**src/rtl/down_count_monitor.sv**
```systemverilog
// Checks that a sampled count steps down by one each accepted sample.
// Reports zero and wrap events, counts wraps, and locks onto or flags errors in the stream.
module down_count_monitor #(
    parameter int WIDTH     = 4,
    parameter int WRAP_W    = 8,
    parameter int ERR_LIMIT = 3
) (
    input  logic              clk,
    input  logic              reset,
    input  logic              en,
    input  logic [WIDTH-1:0]  count_in,
    input  logic              clear,
    output logic              locked,
    output logic              err,
    output logic              zero_pulse,
    output logic              wrap_pulse,
    output logic [WRAP_W-1:0] wrap_count
);

    typedef enum logic [1:0] {IDLE, SYNC, TRACK, ERROR} state_t;

    localparam logic [3:0]        LP_ERR_LIMIT = 4'(ERR_LIMIT);
    localparam logic [WIDTH-1:0]  LP_ALL_ONES  = {WIDTH{1'b1}};
    localparam logic [WRAP_W-1:0] LP_WRAP_MAX  = {WRAP_W{1'b1}};

    state_t            r_state, w_state_nxt;
    logic [WIDTH-1:0]  r_prev, w_prev_nxt;
    logic [3:0]        r_miss, w_miss_nxt;
    logic              r_zero, w_zero_nxt;
    logic              r_wrap, w_wrap_nxt;
    logic [WRAP_W-1:0] r_wrap_cnt, w_wrap_cnt_nxt;

    logic [WIDTH-1:0]  w_expect;
    logic [3:0]        w_miss_inc;
    logic              w_match;

    assign w_expect   = r_prev - WIDTH'(1);
    assign w_match    = (count_in == w_expect);
    assign w_miss_inc = r_miss + 4'd1;

    always_ff @(posedge clk or posedge reset) begin
        if (reset) begin
            r_state    <= IDLE;
            r_prev     <= '0;
            r_miss     <= '0;
            r_zero     <= 1'b0;
            r_wrap     <= 1'b0;
            r_wrap_cnt <= '0;
        end else begin
            r_state    <= w_state_nxt;
            r_prev     <= w_prev_nxt;
            r_miss     <= w_miss_nxt;
            r_zero     <= w_zero_nxt;
            r_wrap     <= w_wrap_nxt;
            r_wrap_cnt <= w_wrap_cnt_nxt;
        end
    end

    always_comb begin
        w_state_nxt    = r_state;
        w_prev_nxt     = r_prev;
        w_miss_nxt     = r_miss;
        w_zero_nxt     = 1'b0;
        w_wrap_nxt     = 1'b0;
        w_wrap_cnt_nxt = r_wrap_cnt;

        // clear wins over a same-cycle sample, which is dropped
        if (clear) begin
            w_state_nxt    = IDLE;
            w_prev_nxt     = '0;
            w_miss_nxt     = '0;
            w_wrap_cnt_nxt = '0;
        end else if (en && r_state != ERROR) begin
            w_prev_nxt = count_in;
            w_zero_nxt = (count_in == '0);
            case (r_state)
                IDLE: w_state_nxt = SYNC;
                SYNC: begin
                    if (w_match) begin
                        w_state_nxt = TRACK;
                        w_miss_nxt  = '0;
                    end
                end
                TRACK: begin
                    if (w_match) begin
                        w_miss_nxt = '0;
                        if (r_prev == '0 && count_in == LP_ALL_ONES) begin
                            w_wrap_nxt = 1'b1;
                            if (r_wrap_cnt != LP_WRAP_MAX)
                                w_wrap_cnt_nxt = r_wrap_cnt + 1'b1;
                        end
                    end else begin
                        w_miss_nxt = w_miss_inc;
                        if (w_miss_inc == LP_ERR_LIMIT)
                            w_state_nxt = ERROR;
                    end
                end
                default: w_state_nxt = r_state;
            endcase
        end
    end

    assign locked     = (r_state == TRACK);
    assign err        = (r_state == ERROR);
    assign zero_pulse = r_zero;
    assign wrap_pulse = r_wrap;
    assign wrap_count = r_wrap_cnt;

endmodule

```
**config.mk**
```make
export PLATFORM = sky130hd
export DESIGN_NAME = down_count_monitor
export DESIGN_NICKNAME = d
export VERILOG_FILES = /design/src/rtl/down_count_monitor.sv
export SDC_FILE = /design/constraint.sdc
export NUM_CORES = 1
export LEC_CHECK = 0
export ABC_AREA = 1
export CAP_MARGIN = 20
export CORE_AREA = 2 2 70 72
export DETAILED_ROUTE_END_ITERATION = 10
export DIE_AREA = 0 0 72 74
export DONT_BUFFER_PORTS = 1
export PLACE_DENSITY = 0.44
export SYNTH_ARGS = -nofsm -noshare
export SYNTH_HDL_FRONTEND = slang
export SYNTH_SLANG_ARGS = --single-unit
export TNS_END_PERCENT = 100
```
**constraint.sdc**
```tcl
create_clock -name clk -period 4.7 [get_ports clk]
set_clock_uncertainty 0.2 [all_clocks]
set_input_delay 0.705 -clock clk [delete_from_list [all_inputs] [get_ports clk]]
set_output_delay 0.705 -clock clk [all_outputs]
set_load 0.02 [all_outputs]
```
# Yosys cells after proc, flatten, opt, wreduce, memory -nomap -nowiden
# Cells that the tools add are included.
# Widths: inputs -> output; s select.
# word_totals
reg_bits	20
wordCells	61
# classes
add_sub_neg	3
eq_ne	11
n_mux	26
n_reduce_logical	15
# op_table
op	count
$mux 8	6
$mux 4	6
$mux 2	5
$reduce_and 5->1	2
$reduce_bool 2->1	5
$add 8x1->8 const B	1
$logic_not 4->1	2
$ne 8x8->1 const B	1
$pmux 4 s2	1
$mux 1	7
$ne 3x3->1 const B	2
$pmux 2 s3	1
$add 4x1->4 const B	1
$eq 2x2->1 const B	2
$eq 4x2->1 const B	1
$eq 4x4->1	1
$eq 4x4->1 const B	1
$reduce_bool 4->1	1
$sub 4x1->4 const B	1
$ne 3x2->1 const B	1
$reduce_and 3->1	1
$reduce_bool 3->1	1
$eq 2x1->1 const B	1
$logic_and 1x1->1	2
2 further kinds	2

# Longest topological paths before layout
# depth
ltp_word	7
mapped_depth	14
depth_no_buf	14

# Worst setup path after synthesis
# No wires, ideal clock.
# synth_timing
path_kind	input -> register
start	input port en
end	register r_wrap_cnt[1], in the netlist wrap_count[1]
setup_time_ns	0.120
arrival_ns	1.498
required_time_ns	4.380
setup_slack_ns	2.882
path_stages	9
path_buffers	0
cell_sequence	inv_1 > nor2_4 > nand2_1 > nor2_1 > nand4_2 > nand2_4 > inv_2 > nand2_1 > nand2_1
# synth_between
elab_chain_len	3
# synth_lines
item	line	text
from (decl)	10	input logic en,
$logic_and 1x1->1	73	end else if (en && r_state != ERROR) begin
$reduce_bool 2->1 (no line)	n/a	
$reduce_and 5->1 (no line)	n/a	
to (signal assigned)	55	r_wrap_cnt <= w_wrap_cnt_nxt;
to (decl)	31	logic [WRAP_W-1:0] r_wrap_cnt, w_wrap_cnt_nxt;
# No other way between the ends.
# A chain may end at the register's enable or synchronous reset.

# Worst setup path after layout
# layout_timing
start	register r_state[0]
end	register r_wrap_cnt[4], in the netlist wrap_count[4]
# layout_between
elab_chain_len	4
elab_cells_between_ends	6
cone_classes	2 x eq/ne; 4 x reduce/logical
# layout_lines
item	line	text
from (decl)	26	state_t r_state, w_state_nxt;
from (signal assigned)	50	r_state <= w_state_nxt;
$ne 2x2->1	73	
$logic_and 1x1->1	73	
$reduce_bool 2->1 (no line)	n/a	
$reduce_and 5->1 (no line) *	n/a	
# Mark *: on every way between the ends. The rest lies on a longest branch, timed or not.

==> flow_summary_export.csv <==
group,metric,value,unit
drt,drt-wirelength-per-cell,12.7,um
timing,setup-violations-final,0,
worst_setup_path,critical_path.endpoint_type,"flip-flop",
clock_tree,cts-htree-levels,1,
drt,remaining_drc_errors,0,
clock_tree,post_cts_resize_count,0,
worst_setup_path,timing.rr.end,"wrap_count[4]",
floorplanning,core-area,4600,um2
drt,routed_wirelength,3060,um
clock_tree,tritoncts,"done",
final_layout,area_growth_syn_to_layout,9.95,%
worst_setup_path,setup.worst_path.start_class,"flip-flop",
global_routing,gr-total-overflow,0,
final_layout,drive_above_1_share,9.63,%
worst_setup_path,crit_family,"simple AND/OR/NAND/NOR gates",
worst_setup_path,cp_common_cell,"sky130_fd_sc_hd__nand2_1",
final_layout,layout_common_cells,"49 x sky130_fd_sc_hd__nand2_1, 24 x sky130_fd_sc_hd__inv_1, 20 x sky130_fd_sc_hd__dfrtp_1",
timing,worst_slew_pin_slew,798,ps
drt,drtIter0Drc,63,
clock_tree,clock-sinks,20,
place,gp_congestion,0.812,
worst_setup_path,worstPathRequired,4660,ps
pwr,design_power_total,0.544,mW
place,post-place-cells,237,
worst_setup_path,timing.critical_path.arrival,2030,ps
drt,drtAntennaViolNets,0,
floorplanning,floorplan.rows,25,
worst_setup_path,path_class,"flip-flop to flip-flop",
place,hpwl_after_dpl,2410,um
clock_tree,clock_latency,260,ps
worst_setup_path,cp_slowest_stage_delay,410,ps
worst_setup_path,worst_path_bufs_invs,1,
global_routing,grt_max_degree,21,
clock_tree,cts_hold_repair.buffers,0,
timing,final.period_utilization,44.1,%
place,port_buffers,0,
clock_tree,cts_post_setup_buffers_inserted,0,
pwr,power.static_leakage,0.747,nW
timing,final-max-slew-violation-count,0,
hold_path,classification_of_the_worst_slack_hold_path,"input port to async pin",
timing,timing.final.crit_period,2070,ps
flow_run,max-cap-violations,0,
global_routing,number_of_global_route_vias_before_repair,1169,
synth,netlist_instances,184,
worst_setup_path,worstReg2RegStart,"r_state[0]",
worst_setup_path,worst_path_max_delay_cell,"sky130_fd_sc_hd__dfrtp_1",
drt,viasPerCell,4.75,
final_layout,num-fill-cells,494,
worst_setup_path,critical_path.max_fanout,9,
final_layout,finalInstanceArea,1480,um2
synth,synth-seq-cells,20,
synth,synth_area_per_cell,7.31,um2
drt,dr_total_vias,1144,
status,status,"complete, no violations",
timing,max_clock_freq,483,MHz
floorplanning,chipWidth,72,um
floorplanning,die_y,74,um
synth,cell_area_after_synthesis,1350,um2
synth,ys.warnings.count,0,
floorplanning,die-area,5330,um2
timing,max-slew-margin-rel,46.7,%
clock_tree,clock_tree.root_cell,"sky130_fd_sc_hd__clkbuf_8",
global_routing,grt_usage,12.9,%
worst_setup_path,reg2regPathDepth,9,
global_routing,grt_antenna_before_repair,0,
global_routing,global_route_wire_length_before_repair,5400,um
worst_setup_path,cp_cell_sequence,"ha_1, nor2_4, nand2_1, nor2_1, nand4_2, nand2_4, inv_2, nand2_1, nand2_1",
floorplanning,floorplan.initialDensity,29.3,%
synth,postSynthNetCount,200,
final_layout,final-instance-count-excl-fill,241,
pwr,worst_ir_drop_vdd,0.000180,V
pwr,power_per_cell_area,368,nW/um2
worst_setup_path,r2r_slack,2630,ps
clock_tree,clkTransAtPathRegs,90,ps
clock_tree,number_of_buffers_on_the_longest_clock_path,2,
drt,dr.pass1.iters,4,
final_layout,antenna-diode-count,0,
synth,sequential_share_of_the_synthesized_area,37.2,%
floorplanning,boundaryPins,20,
final_layout,mostFrequentLayoutCell,"sky130_fd_sc_hd__nand2_1",
final_layout,utilization,32.2,%
final_layout,count_of_nets_after_finishing,204,
timing,setup_repair_after_global_routing_missed_its_margin,"false",
clock_tree,number_of_buffers_created_by_cts,3,
timing,finalHoldViolCount,0,
place,post_dp_cell_area,1410,um2
timing,finalSetupTns,0,ps
synth,synth_cell_type_count,26,
==> where the power goes <==
part	switching [mW]	leakage [nW]	total (mW)	internal, mW
Combinational	0.116	0.437	0.171	0.0551
Clock	0.0592	0.0357	0.173	0.114
Sequential	0.0133	0.274	0.200	0.187
==> synthesized netlist by cell type <==
library cell / instances / area share [%]
sky130_fd_sc_hd__nand2_1: 49 / 14
sky130_fd_sc_hd__inv_1: 24 / 6.7
sky130_fd_sc_hd__dfrtp_1: 20 / 37
sky130_fd_sc_hd__nor2_1: 19 / 5.3
sky130_fd_sc_hd__nand3_1: 18 / 6.7
sky130_fd_sc_hd__o21ai_0: 9 / 3.3
sky130_fd_sc_hd__ha_1: 8 / 7.4
sky130_fd_sc_hd__xor2_1: 6 / 3.9
sky130_fd_sc_hd__nand2_2: 4 / 1.9
sky130_fd_sc_hd__inv_2: 3 / 0.84
sky130_fd_sc_hd__nor2_4: 3 / 2.5
sky130_fd_sc_hd__nor3_1: 3 / 1.1
sky130_fd_sc_hd__a21oi_1: 2 / 0.74
sky130_fd_sc_hd__nand4_1: 2 / 0.93
sky130_fd_sc_hd__o21ai_1: 2 / 0.74
sky130_fd_sc_hd__o21bai_1: 2 / 1.1
sky130_fd_sc_hd__a21oi_2: 1 / 0.65
sky130_fd_sc_hd__a31oi_1: 1 / 0.47
sky130_fd_sc_hd__buf_2: 1 / 0.37
sky130_fd_sc_hd__clkinv_1: 1 / 0.28
sky130_fd_sc_hd__nand2_4: 1 / 0.84
sky130_fd_sc_hd__nand3_2: 1 / 0.74
sky130_fd_sc_hd__nand4_2: 1 / 0.93
sky130_fd_sc_hd__nor4_1: 1 / 0.47
sky130_fd_sc_hd__or2_1: 1 / 0.47
sky130_fd_sc_hd__xnor2_1: 1 / 0.65
==> area by class of cell <==
cell class	count	area [um2]	share of cell area [%]
Sequential cell	20	500	33.8
Tap cell	54	67.6	4.57
Inverter	28	105	7.11
Clock inverter	1	30.0	2.03
Clock buffer	3	41.3	2.79
Multi-Input combinational cell	135	734	49.7
==> state kept, by name, summed over array words and instances, names as in the netlist <==
name,flops
r_miss,4
r_prev,4
r_state,2
wrap_count,8
wrap_pulse,1
zero_pulse,1
==> logic make-up (layout without fill, tap and decap cells) <==
logic type	after synthesis	in the layout	synth area share [%]
and+or+nand+nor	103	103	35.5
buffers and inverters	29	32	8.19
DFF	20	20	37.2
AOI/OAI and AO/OA	17	17	7.07
adders and majority gates	8	8	7.44
xor gates and xnor gates	7	7	4.56
==> how the worst max path moves through the flow <==
| stage | from | slack, ps | cells after the start | to |
|---|---|---|---|---|
| 5_1_grt | r_state[0] | 2400 | 9 | wrap_count[3] |
| 4_1_cts | r_state[0] | 2610 | 9 | wrap_count[4] |
| 3_3_place_gp | r_state[0] | 2630 | 9 | wrap_count[5] |
| 6_report | r_state[0] | 2630 | 9 | wrap_count[4] |
| 2_1_floorplan | en | 2880 | 9 | wrap_count[1] |
| 3_5_place_dp | r_state[0] | 2620 | 9 | wrap_count[4] |
==> through the flow <==
step | worst slack (ps) | hold slack (ps)
final | 2630 | 273
after floorplan | 2880 | 296
after global routing | 2400 | 280
after global placement | 2630 | 320
after detailed placement | 2620 | 324
after CTS | 2610 | 289
==> metal layers <==
metal  share of wire [%]  vias up  global-route usage (%)
met2                  44       23                    21.7
met3                 4.6        2                    3.12
li1                    -      587                       -
met4                0.72        0                    3.14
met1                  50      532                    16.7
met5                   0        -                       0
No activity file was read; power rests on OpenSTA's default activity.
